File: config.mk
export PLATFORM = sky130hd
export DESIGN_NAME = hack_cpu_ctrl
export DESIGN_NICKNAME = d
export VERILOG_FILES = /design/src/rtl/hack_cpu_ctrl.sv
export SDC_FILE = /design/constraint.sdc
export NUM_CORES = 1
export LEC_CHECK = 0
export ABC_AREA = 0
export CAP_MARGIN = 20
export CORE_MARGIN = 8
export CORE_UTILIZATION = 48
export CTS_BUF_LIST = sky130_fd_sc_hd__clkbuf_4
export DETAILED_ROUTE_END_ITERATION = 12
export GPL_ROUTABILITY_DRIVEN = 0
export MAX_ROUTING_LAYER = met4
export PLACE_DENSITY = 0.83
export SLEW_MARGIN = 10
export SYNTH_ARGS = -nofsm -noshare
export SYNTH_HDL_FRONTEND = slang
export SYNTH_SLANG_ARGS = --single-unit
File: constraint.sdc
create_clock -name clk -period 5.85 [get_ports clk]
set_input_delay 1.755 -clock clk [delete_from_list [all_inputs] [get_ports clk]]
set_output_delay 1.755 -clock clk [all_outputs]
set_load 0.01 [all_outputs]
File: src/rtl/hack_cpu_ctrl.sv
// Multi-cycle Hack CPU sequencer: fetches over a req/ack instruction port, drives an
// external Hack ALU, and performs data reads/writes over a separate req/ack port.
module hack_cpu_ctrl #(
    parameter logic [14:0] RESET_PC = 15'h0000
) (
    input  logic        clk,
    input  logic        rst,
    output logic        imem_req,
    output logic [14:0] imem_addr,
    input  logic        imem_ack,
    input  logic [15:0] imem_data,
    output logic        dmem_rd,
    output logic        dmem_wr,
    output logic [14:0] dmem_addr,
    output logic [15:0] dmem_wdata,
    input  logic        dmem_ack,
    input  logic [15:0] dmem_rdata,
    output logic [15:0] alu_x,
    output logic [15:0] alu_y,
    output logic        alu_zx,
    output logic        alu_nx,
    output logic        alu_zy,
    output logic        alu_ny,
    output logic        alu_f,
    output logic        alu_no,
    input  logic [15:0] alu_out,
    input  logic        alu_zr,
    input  logic        alu_ng,
    output logic [14:0] pc,
    output logic [15:0] a_reg,
    output logic [15:0] d_reg,
    output logic [15:0] instret
);

    localparam int unsigned DATA_W = 16;
    localparam int unsigned ADDR_W = 15;

    typedef enum logic [2:0] {
        S_IDLE   = 3'd0,
        S_FETCH  = 3'd1,
        S_DECODE = 3'd2,
        S_MEM_RD = 3'd3,
        S_EXEC   = 3'd4,
        S_MEM_WR = 3'd5
    } state_t;

    state_t state_q;
    state_t state_d;

    logic [DATA_W-1:0] instr_q;
    logic [DATA_W-1:0] m_latch_q;
    logic [DATA_W-1:0] wb_latch_q;
    logic [ADDR_W-1:0] waddr_q;

    logic              fetch_done;
    logic              decode_a;
    logic              rd_done;
    logic              exec_en;
    logic              wr_done;
    logic              jump_c;
    logic [ADDR_W-1:0] pc_inc;

    // State register
    always_ff @(posedge clk or posedge rst) begin
        if (rst) begin
            state_q <= S_IDLE;
        end else begin
            state_q <= state_d;
        end
    end

    // Next-state logic
    always_comb begin
        state_d = state_q;
        case (state_q)
            S_IDLE: begin
                state_d = S_FETCH;
            end
            S_FETCH: begin
                if (imem_ack) begin
                    state_d = S_DECODE;
                end
            end
            S_DECODE: begin
                if (!instr_q[15]) begin
                    state_d = S_FETCH;
                end else if (instr_q[12]) begin
                    state_d = S_MEM_RD;
                end else begin
                    state_d = S_EXEC;
                end
            end
            S_MEM_RD: begin
                if (dmem_ack) begin
                    state_d = S_EXEC;
                end
            end
            S_EXEC: begin
                if (instr_q[3]) begin
                    state_d = S_MEM_WR;
                end else begin
                    state_d = S_FETCH;
                end
            end
            S_MEM_WR: begin
                if (dmem_ack) begin
                    state_d = S_FETCH;
                end
            end
            default: begin
                state_d = S_IDLE;
            end
        endcase
    end

    // Output decode: port requests and datapath update strobes straight from state
    always_comb begin
        imem_req   = 1'b0;
        dmem_rd    = 1'b0;
        dmem_wr    = 1'b0;
        dmem_addr  = a_reg[ADDR_W-1:0];
        fetch_done = 1'b0;
        decode_a   = 1'b0;
        rd_done    = 1'b0;
        exec_en    = 1'b0;
        wr_done    = 1'b0;
        case (state_q)
            S_FETCH: begin
                imem_req   = 1'b1;
                fetch_done = imem_ack;
            end
            S_DECODE: begin
                decode_a = ~instr_q[15];
            end
            S_MEM_RD: begin
                dmem_rd = 1'b1;
                rd_done = dmem_ack;
            end
            S_EXEC: begin
                exec_en = 1'b1;
            end
            S_MEM_WR: begin
                dmem_wr   = 1'b1;
                dmem_addr = waddr_q;
                wr_done   = dmem_ack;
            end
            default: begin
                imem_req = 1'b0;
            end
        endcase
    end

    // Jump condition and sequential PC
    always_comb begin
        jump_c = (instr_q[2] & alu_ng)
               | (instr_q[1] & alu_zr)
               | (instr_q[0] & ~alu_zr & ~alu_ng);
        pc_inc = ADDR_W'(pc + ADDR_W'(1));
    end

    assign imem_addr  = pc;
    assign dmem_wdata = wb_latch_q;

    // ALU operands and controls follow the held instruction at all times
    assign alu_x  = d_reg;
    assign alu_y  = instr_q[12] ? m_latch_q : a_reg;
    assign alu_zx = instr_q[11];
    assign alu_nx = instr_q[10];
    assign alu_zy = instr_q[9];
    assign alu_ny = instr_q[8];
    assign alu_f  = instr_q[7];
    assign alu_no = instr_q[6];

    // Instruction register
    always_ff @(posedge clk or posedge rst) begin
        if (rst) begin
            instr_q <= '0;
        end else if (fetch_done) begin
            instr_q <= imem_data;
        end
    end

    // M latch holds the value read for a C-instruction with a=1
    always_ff @(posedge clk or posedge rst) begin
        if (rst) begin
            m_latch_q <= '0;
        end else if (rd_done) begin
            m_latch_q <= dmem_rdata;
        end
    end

    // Write data and address captured in EXEC; address uses A before its update
    always_ff @(posedge clk or posedge rst) begin
        if (rst) begin
            wb_latch_q <= '0;
            waddr_q    <= '0;
        end else if (exec_en) begin
            wb_latch_q <= alu_out;
            waddr_q    <= a_reg[ADDR_W-1:0];
        end
    end

    // A register
    always_ff @(posedge clk or posedge rst) begin
        if (rst) begin
            a_reg <= '0;
        end else if (decode_a) begin
            a_reg <= {1'b0, instr_q[14:0]};
        end else if (exec_en && instr_q[5]) begin
            a_reg <= alu_out;
        end
    end

    // D register
    always_ff @(posedge clk or posedge rst) begin
        if (rst) begin
            d_reg <= '0;
        end else if (exec_en && instr_q[4]) begin
            d_reg <= alu_out;
        end
    end

    // Program counter; jump target is A before this cycle's writeback
    always_ff @(posedge clk or posedge rst) begin
        if (rst) begin
            pc <= RESET_PC;
        end else if (decode_a) begin
            pc <= pc_inc;
        end else if (exec_en) begin
            pc <= jump_c ? a_reg[ADDR_W-1:0] : pc_inc;
        end
    end

    // Retired-instruction counter, wraps naturally
    always_ff @(posedge clk or posedge rst) begin
        if (rst) begin
            instret <= '0;
        end else if (decode_a || wr_done || (exec_en && !instr_q[3])) begin
            instret <= DATA_W'(instret + DATA_W'(1));
        end
    end

endmodule

# Yosys cells after proc, flatten, opt, wreduce, memory -nomap -nowiden
# Cells that the tools add are included.
dict set report totals {
  ff_bits 129
  input_bits 54
  out_inout_bits 150
  word_cells 60
}
dict set report op_classes {
  n_addsub 2
  n_eq_ne 8
  mux 22
  n_bitwise 9
  n_reduce_logical 10
}
# operator count
set ops {}
lappend ops {{$mux 15} 4}
lappend ops {{$mux 16} 3}
lappend ops {{$mux 3} 6}
lappend ops {{$pmux 3 s6} 1}
lappend ops {{$add 16x1->16 const B} 1}
lappend ops {{$add 15x1->15 const B} 1}
lappend ops {{$mux 1} 8}
lappend ops {{$eq 3x2->1 const B} 2}
lappend ops {{$eq 3x3->1 const B} 2}
lappend ops {{$ne 2x2->1 const B} 3}
lappend ops {{$and 1x1->1} 4}
lappend ops {{$reduce_bool 2->1} 2}
lappend ops {{$eq 3x1->1 const B} 1}
lappend ops {{$logic_and 1x1->1} 3}
lappend ops {{$logic_not 3->1} 1}
lappend ops {{$not 1->1} 3}
lappend ops {{$reduce_and 3->1} 1}
lappend ops {{$logic_or 1x1->1} 2}
lappend ops {{$or 1x1->1} 2}
lappend ops {{$logic_not 1->1} 1}

# Logic depth before layout (Yosys ltp)
# Gate-level depths: netlist of the first run.
dict set report depth {
  word_depth 7
  ltp_mapped 8
  ltp_nobuf 6
}

# Worst setup path before layout of the first run
# OpenSTA, ideal clock, no wires.
dict set report synth_timing {
  path_type {register to output}
  startpoint {register state_q[1]}
  endpoint {output dmem_addr[10]}
  t_arrival_ns 1.559
  path_slack_ns 2.536
  path_stages_with_launch 5
  path_buffers 2
  cell_sequence {dfrtp_1 -> and3b_1 -> buf_2 -> buf_1 -> mux2_2}
}
dict set report synth_between {
  elab_chain_cells 2
}
# item line_no
set synth_rtl {}
lappend synth_rtl {{from (decl)} 47} ;# state_t state_q;
lappend synth_rtl {{from (signal assigned)} 68} ;# state_q <= state_d;
lappend synth_rtl {{$eq 3x3->1} 127} ;# case (state_q)
lappend synth_rtl {{$mux 15} 127}
lappend synth_rtl {{to (decl)} 14} ;# output logic [14:0] dmem_addr,
# Every way passes these cells.

# Worst setup path after layout of the first run
dict set report layout_timing {
  startpoint {register state_q[2]}
  endpoint {output dmem_addr[7]}
}
# Same word-level chain as after synthesis.

==> results of run 1 <==
-- cell type report --
cell class | instances | area [sq um] | share of cell area, %
flip-flops and latches | 129 | 3228 | 38.53
multi-input cells | 328 | 2625 | 31.33
repair buffers | 207 | 2062 | 24.61
well taps | 172 | 215.2 | 2.569
clock buffers | 17 | 127.6 | 1.523
clock inverters | 15 | 96.34 | 1.150
inverters | 5 | 23.77 | 0.2838
-- kinds of logic after synthesis --
family / after synthesis / synth area share, %
simple gates: 109 / 9.308
buf+inv: 63 / 6.665
mux: 126 / 22.38
flops: 129 / 51.64
compound gates: 76 / 7.506
xor+xnor: 15 / 2.102
fa+ha+maj: 2 / 0.4003
-- stage by stage --
step	util [%]	hold WS (ns)	instances	worst slack (ns)
6_report	66.12	0.4887	873	1.123
5_1_grt	66.12	0.4974	873	0.9675
4_1_cts	66.12	0.4901	873	1.063
3_3_place_gp	64.35	0.4618	841	1.788
2_1_floorplan	-	0.4737	520	0.6540
3_5_place_dp	64.35	0.4740	841	1.695
-- where the power goes --
part	switching [mW]	leakage (nW)	internal, mW
clock	0.336	0.113	0.162
combinational	0.979	1.71	1.44
sequential	0.496	1.58	1.29
-- layer usage --
metal | global-route usage, % | up-vias | wire [um]
li1 | - | 2174 | -
met1 | 25.04 | 2370 | 7256
met2 | 35.77 | 243 | 9074
met3 | 8.160 | 31 | 1869
met4 | 8.197 | 0 | 361
met5 | - | - | 0
-- Yosys cell counts (3+ instances only) --
cell type	n	share of area, %
a21oi_1	22	1.8
and2_1	3	0.30
and3_1	6	0.60
buf_2	12	0.96
buf_4	36	4.3
buf_6	4	0.72
clkbuf_1	5	0.30
dfrtp_1	129	52
inv_1	5	0.30
mux2_2	110	20
mux2i_1	16	2.6
nand2_1	37	2.2
nand2b_1	3	0.30
nand3_1	15	1.2
nand4_1	7	0.70
nor2_1	16	0.96
nor3_1	5	0.40
o21ai_0	27	2.2
o22ai_1	3	0.30
xnor2_1	14	2.0
-- worst min-delay path by stage --
stage | from | to | cells past startpoint
after global routing | instret[15]$_DFFE_PP0P_ | instret[15]$_DFFE_PP0P_ | 1
final | instret[15]$_DFFE_PP0P_ | instret[15]$_DFFE_PP0P_ | 1
after CTS | instret[15]$_DFFE_PP0P_ | instret[15]$_DFFE_PP0P_ | 1
after floorplan | m_latch_q[0]$_DFFE_PP0P_ | m_latch_q[0]$_DFFE_PP0P_ | 1
after detailed placement | instret[15]$_DFFE_PP0P_ | instret[15]$_DFFE_PP0P_ | 1
after global placement | instret[15]$_DFFE_PP0P_ | instret[15]$_DFFE_PP0P_ | 1
-- cells in the final DEF (no fill, tap or decap), drive strengths merged, types with 3 or more instances in the layout --
cell type and count:
buf 4, a21oi 22, nor2 16, clkinv 8, dfrtp 129, nand4 7, o21a 3, o21ai 29
nand2 37, clkinvlp 6, clkdlybuf4s50 203, inv 6, xnor2 14, and3 6, and2 3, nor3 6
clkbuf 17, mux2i 16, mux2 110, o22ai 4, nand3 15, nand2b 3
==> results.yml, run 1 <==
sta:
  worst_pin_slew_ns: 1.069
  rsz0062_at_grt: "false"
  relSlewSlack_pct: 28.72
  max_freq_mhz: 211.6
  maxSlewViolCount: 0
  fin_worst_skew_ns: 0.01348
  setup_viol: 0
  fin_crit_sh_pct: 80.80
  finalSetupTns_ns: 0
  hold_violations: 0
  period_minus_slack_ns: 4.727
global_route:
  track_usage_pct: 22.26
  grt_overflow_total: 0
  grt_antenna_before_repair: 0
  grt_pass1_vias: 5009
  grt_max_degree: 101
  grt_pass1_wl_mm: 27.51
synthesis:
  netlist_area_sq_mm: 0.006251
  syn_inst: 520
  ys_seq_elements: 129
  synth_fp_nets: 576
  synth_warnings: 0
  synth.distinct_cells: 57
  syn_avg_cell_area_sq_um: 12.02
  synth_ff_type: "dfrtp_1"
  async_reset_ff_share_pct: 100.0
  synth-edff-count: 0
  ys_seq_area_share_pct: 51.64
setup_path:
  r2r-start: "state_q[1]$_DFFE_PP0P_"
  rr_worst_depth: 6
  worstSetupPathDepth: 3
  cpMaxStageDelayCell: "and3b_1"
  crit_family: "simple AND/OR/NAND/NOR gates"
  crit_end: "dmem_addr[7]"
  r2r_slack_ns: 2.98
  r2r_end: "instret[5]$_DFFE_PP0P_"
  path_buf_inv: 1
  path_class: "flop to primary output"
  cp_cell_sequence: "and3b_1 -> mux2_2 -> clkdlybuf4s50_1"
  arrival_ns: 2.97
  required_ns: 4.09
  startpoint_type: "flop"
  slowest_delay_ns: 0.85
  cp-startpoint: "state_q[2]$_DFFE_PP0P_"
  path_max_fanout: 17
  critPathCaptureType: "primary output"
clock_tree:
  cts_root_buf: "clkbuf_4"
  cts_tree: "done"
  cts_buffers: 17
  cts-resized-gates: 0
  clkSlewWorstSetupHoldPaths_ns: 0.11
  numClockSinks: 129
  postCtsSetupBuffers: 0
  htreeDepth: 4
  clk-insertion-delay-late_ns: 0.52
  hold_buffers: 0
  cts.path.max_buffers: 2
floorplanning:
  dieWidth_um: 130.1
  io_pins: 204
  start_util_pct: 49.33
  rows: 41
  die_h_um: 130.1
  die_area_sq_mm: 0.01693
  core_area_sq_mm: 0.01267
power_and_ir_drop:
  power.density_mw_per_mm2: 560.8
  p_leak_nw: 3.405
  power_mw: 4.698
  ir_drop_mv: 0.3392
drt:
  wl_per_cell_um: 21.26
  wirelength_mm: 18.56
  drt_first_iter_violations: 402
  drtPass1Iterations: 5
  avgViaCountPerCell: 5.519
  drc: 0
  via_count: 4818
  ant_nets: 0
run:
  maxCapViolCount: 0
layout:
  num-nets-final: 744
  final_cell_area_sq_mm: 0.008378
  drive_gt1_share_pct: 22.68
  area_growth_pct: 34.03
  antenna_cells: 0
  fill_cells: 971
min_path:
  min_path_type: "flop to flop"
run_status:
  status: "completed"
placed_design:
  dp_hpwl_mm: 13.56
  port_buffers: 203
  dpl-instance-area_sq_mm: 0.008154
No activity file was read; power rests on OpenSTA's default activity.
==> run 2, diff against run 1 <==
- clock period: 5.85 -> 4.85 ns (I/O delays scaled with it)
==> results.yml, run 2 (synthesis results as in run 1) <==
run_status:
  status: "completed"
global_route:
  grt_pass1_wl_mm: 27.28
  track_usage_pct: 21.80
  grt_overflow_total: 0
  grt_pass1_vias: 5122
  grt_max_degree: 58
  grt_antenna_before_repair: 1
floorplanning:
  die_h_um: 130.1
  core_area_sq_mm: 0.01267
  dieWidth_um: 130.1
  start_util_pct: 49.33
  io_pins: 204
  die_area_sq_mm: 0.01693
  rows: 41
setup_path:
  r2r_slack_ns: 1.99
  path_max_fanout: 17
  path_class: "flop to primary output"
  cp-startpoint: "state_q[2]$_DFFE_PP0P_"
  required_ns: 3.39
  crit_end: "dmem_addr[13]"
  rr_worst_depth: 6
  r2r_end: "instret[9]$_DFFE_PP0P_"
  critPathCaptureType: "primary output"
  r2r-start: "state_q[1]$_DFFE_PP0P_"
  arrival_ns: 2.93
  startpoint_type: "flop"
sta:
  maxSlewViolCount: 0
  fin_crit_sh_pct: 90.41
  whs_ns: 0.4828
  relSlewSlack_pct: 31.10
  max_freq_mhz: 228.0
  worst_pin_slew_ns: 1.034
  setup_viol: 0
  hold_violations: 0
  period_minus_slack_ns: 4.385
  fin_worst_skew_ns: 0.01218
  rsz0062_at_grt: "false"
  finalSetupTns_ns: 0
drt:
  drt_first_iter_violations: 361
  drt-met1-wl_mm: 7.162
  via_count: 4832
  wirelength_mm: 18.01
  ant_nets: 0
  drtPass1Iterations: 6
  drc: 0
  wl_met2_mm: 8.723
  avgViaCountPerCell: 5.516
  wl_per_cell_um: 20.56
  met3_length_mm: 1.667
  highest_layer: "met4"
layout:
  num-nets-final: 747
  mostFrequentLayoutCell: "clkdlybuf4s50_1"
  final_cell_area_sq_mm: 0.008483
  drive_gt1_share_pct: 22.48
  area_growth_pct: 35.71
  final_cell_mix: "clkdlybuf4s50_1 (203), dfrtp_1 (129), mux2_2 (110)"
clock_tree:
  cts.path.max_buffers: 2
  cts_root_buf: "clkbuf_4"
  cts-resized-gates: 0
  clkSlewWorstSetupHoldPaths_ns: 0.10
  hold_buffers: 0
  numClockSinks: 129
  cts_tree: "done"
  cts_buffers: 17
  clk-insertion-delay-late_ns: 0.53
  postCtsSetupBuffers: 0
  htreeDepth: 4
run:
  maxCapViolCount: 0
power_and_ir_drop:
  power_mw: 5.793
  ir_drop_mv: 0.4068
  p_leak_nw: 3.470
  power.density_mw_per_mm2: 682.8
placed_design:
  dp_hpwl_mm: 13.34
  port_buffers: 203
  dpl-instance-area_sq_mm: 0.008180
min_path:
  min_path_type: "flop to flop"
-- run 2: cell types whose count changed in the layout (fill, tap and decap cells not counted), sizes merged --
cell      change
buf           +3
bufinv        +3
clkbuf        +5
clkinv        -2
clkinvlp      -5
diode         +1
inv           -2
-- run 2: worst min-delay path by stage --
stage,start,endpoint,cells past startpoint
2_1_floorplan,m_latch_q[0]$_DFFE_PP0P_,m_latch_q[0]$_DFFE_PP0P_,1
3_3_place_gp,instret[15]$_DFFE_PP0P_,instret[15]$_DFFE_PP0P_,1
3_5_place_dp,instret[15]$_DFFE_PP0P_,instret[15]$_DFFE_PP0P_,1
4_1_cts,instret[15]$_DFFE_PP0P_,instret[15]$_DFFE_PP0P_,1
5_1_grt,instret[15]$_DFFE_PP0P_,instret[15]$_DFFE_PP0P_,1
6_report,instret[15]$_DFFE_PP0P_,instret[15]$_DFFE_PP0P_,1
-- run 2: routing by layer --
layer / vias to the layer above / global-route usage, %
met5: - / -
met4: 0 / 9.973
met3: 38 / 6.528
met2: 218 / 34.64
met1: 2398 / 25.04
li1: 2178 / -
-- run 2: report_power, final --
group	switching [mW]	internal, mW	total [mW]
Combinational	1.17	1.74	2.91
Clock	0.362	0.375	0.737
Sequential	0.592	1.56	2.15
-- run 2: final cells by class --
type,instances,area (sq um)
Antenna cell,1,2.502
Tap cell,172,215.2
Timing Repair Buffer,210,2110
Clock inverter,9,115.1
Multi-Input combinational cell,328,2625
Sequential cell,129,3228
Clock buffer,22,165.2
Fill cell,952,4188
Inverter,5,22.52
-- run 2: stage by stage --
step / cells / setup WS [ns] / util, %
floorplan: 520 / 1.800 / -
global placement: 843 / 1.077 / 64.56
detailed placement: 843 / 1.025 / 64.56
CTS: 874 / 0.4089 / 66.77
global route: 876 / 0.2937 / 66.95
finish: 876 / 0.4650 / 66.95
-- run 2: worst max-delay path, stage by stage, from the launching register on --
cell	delay, ns
dfrtp_1	0.65
and3b_1	0.81
mux2_2	0.42
clkdlybuf4s50_1	0.52
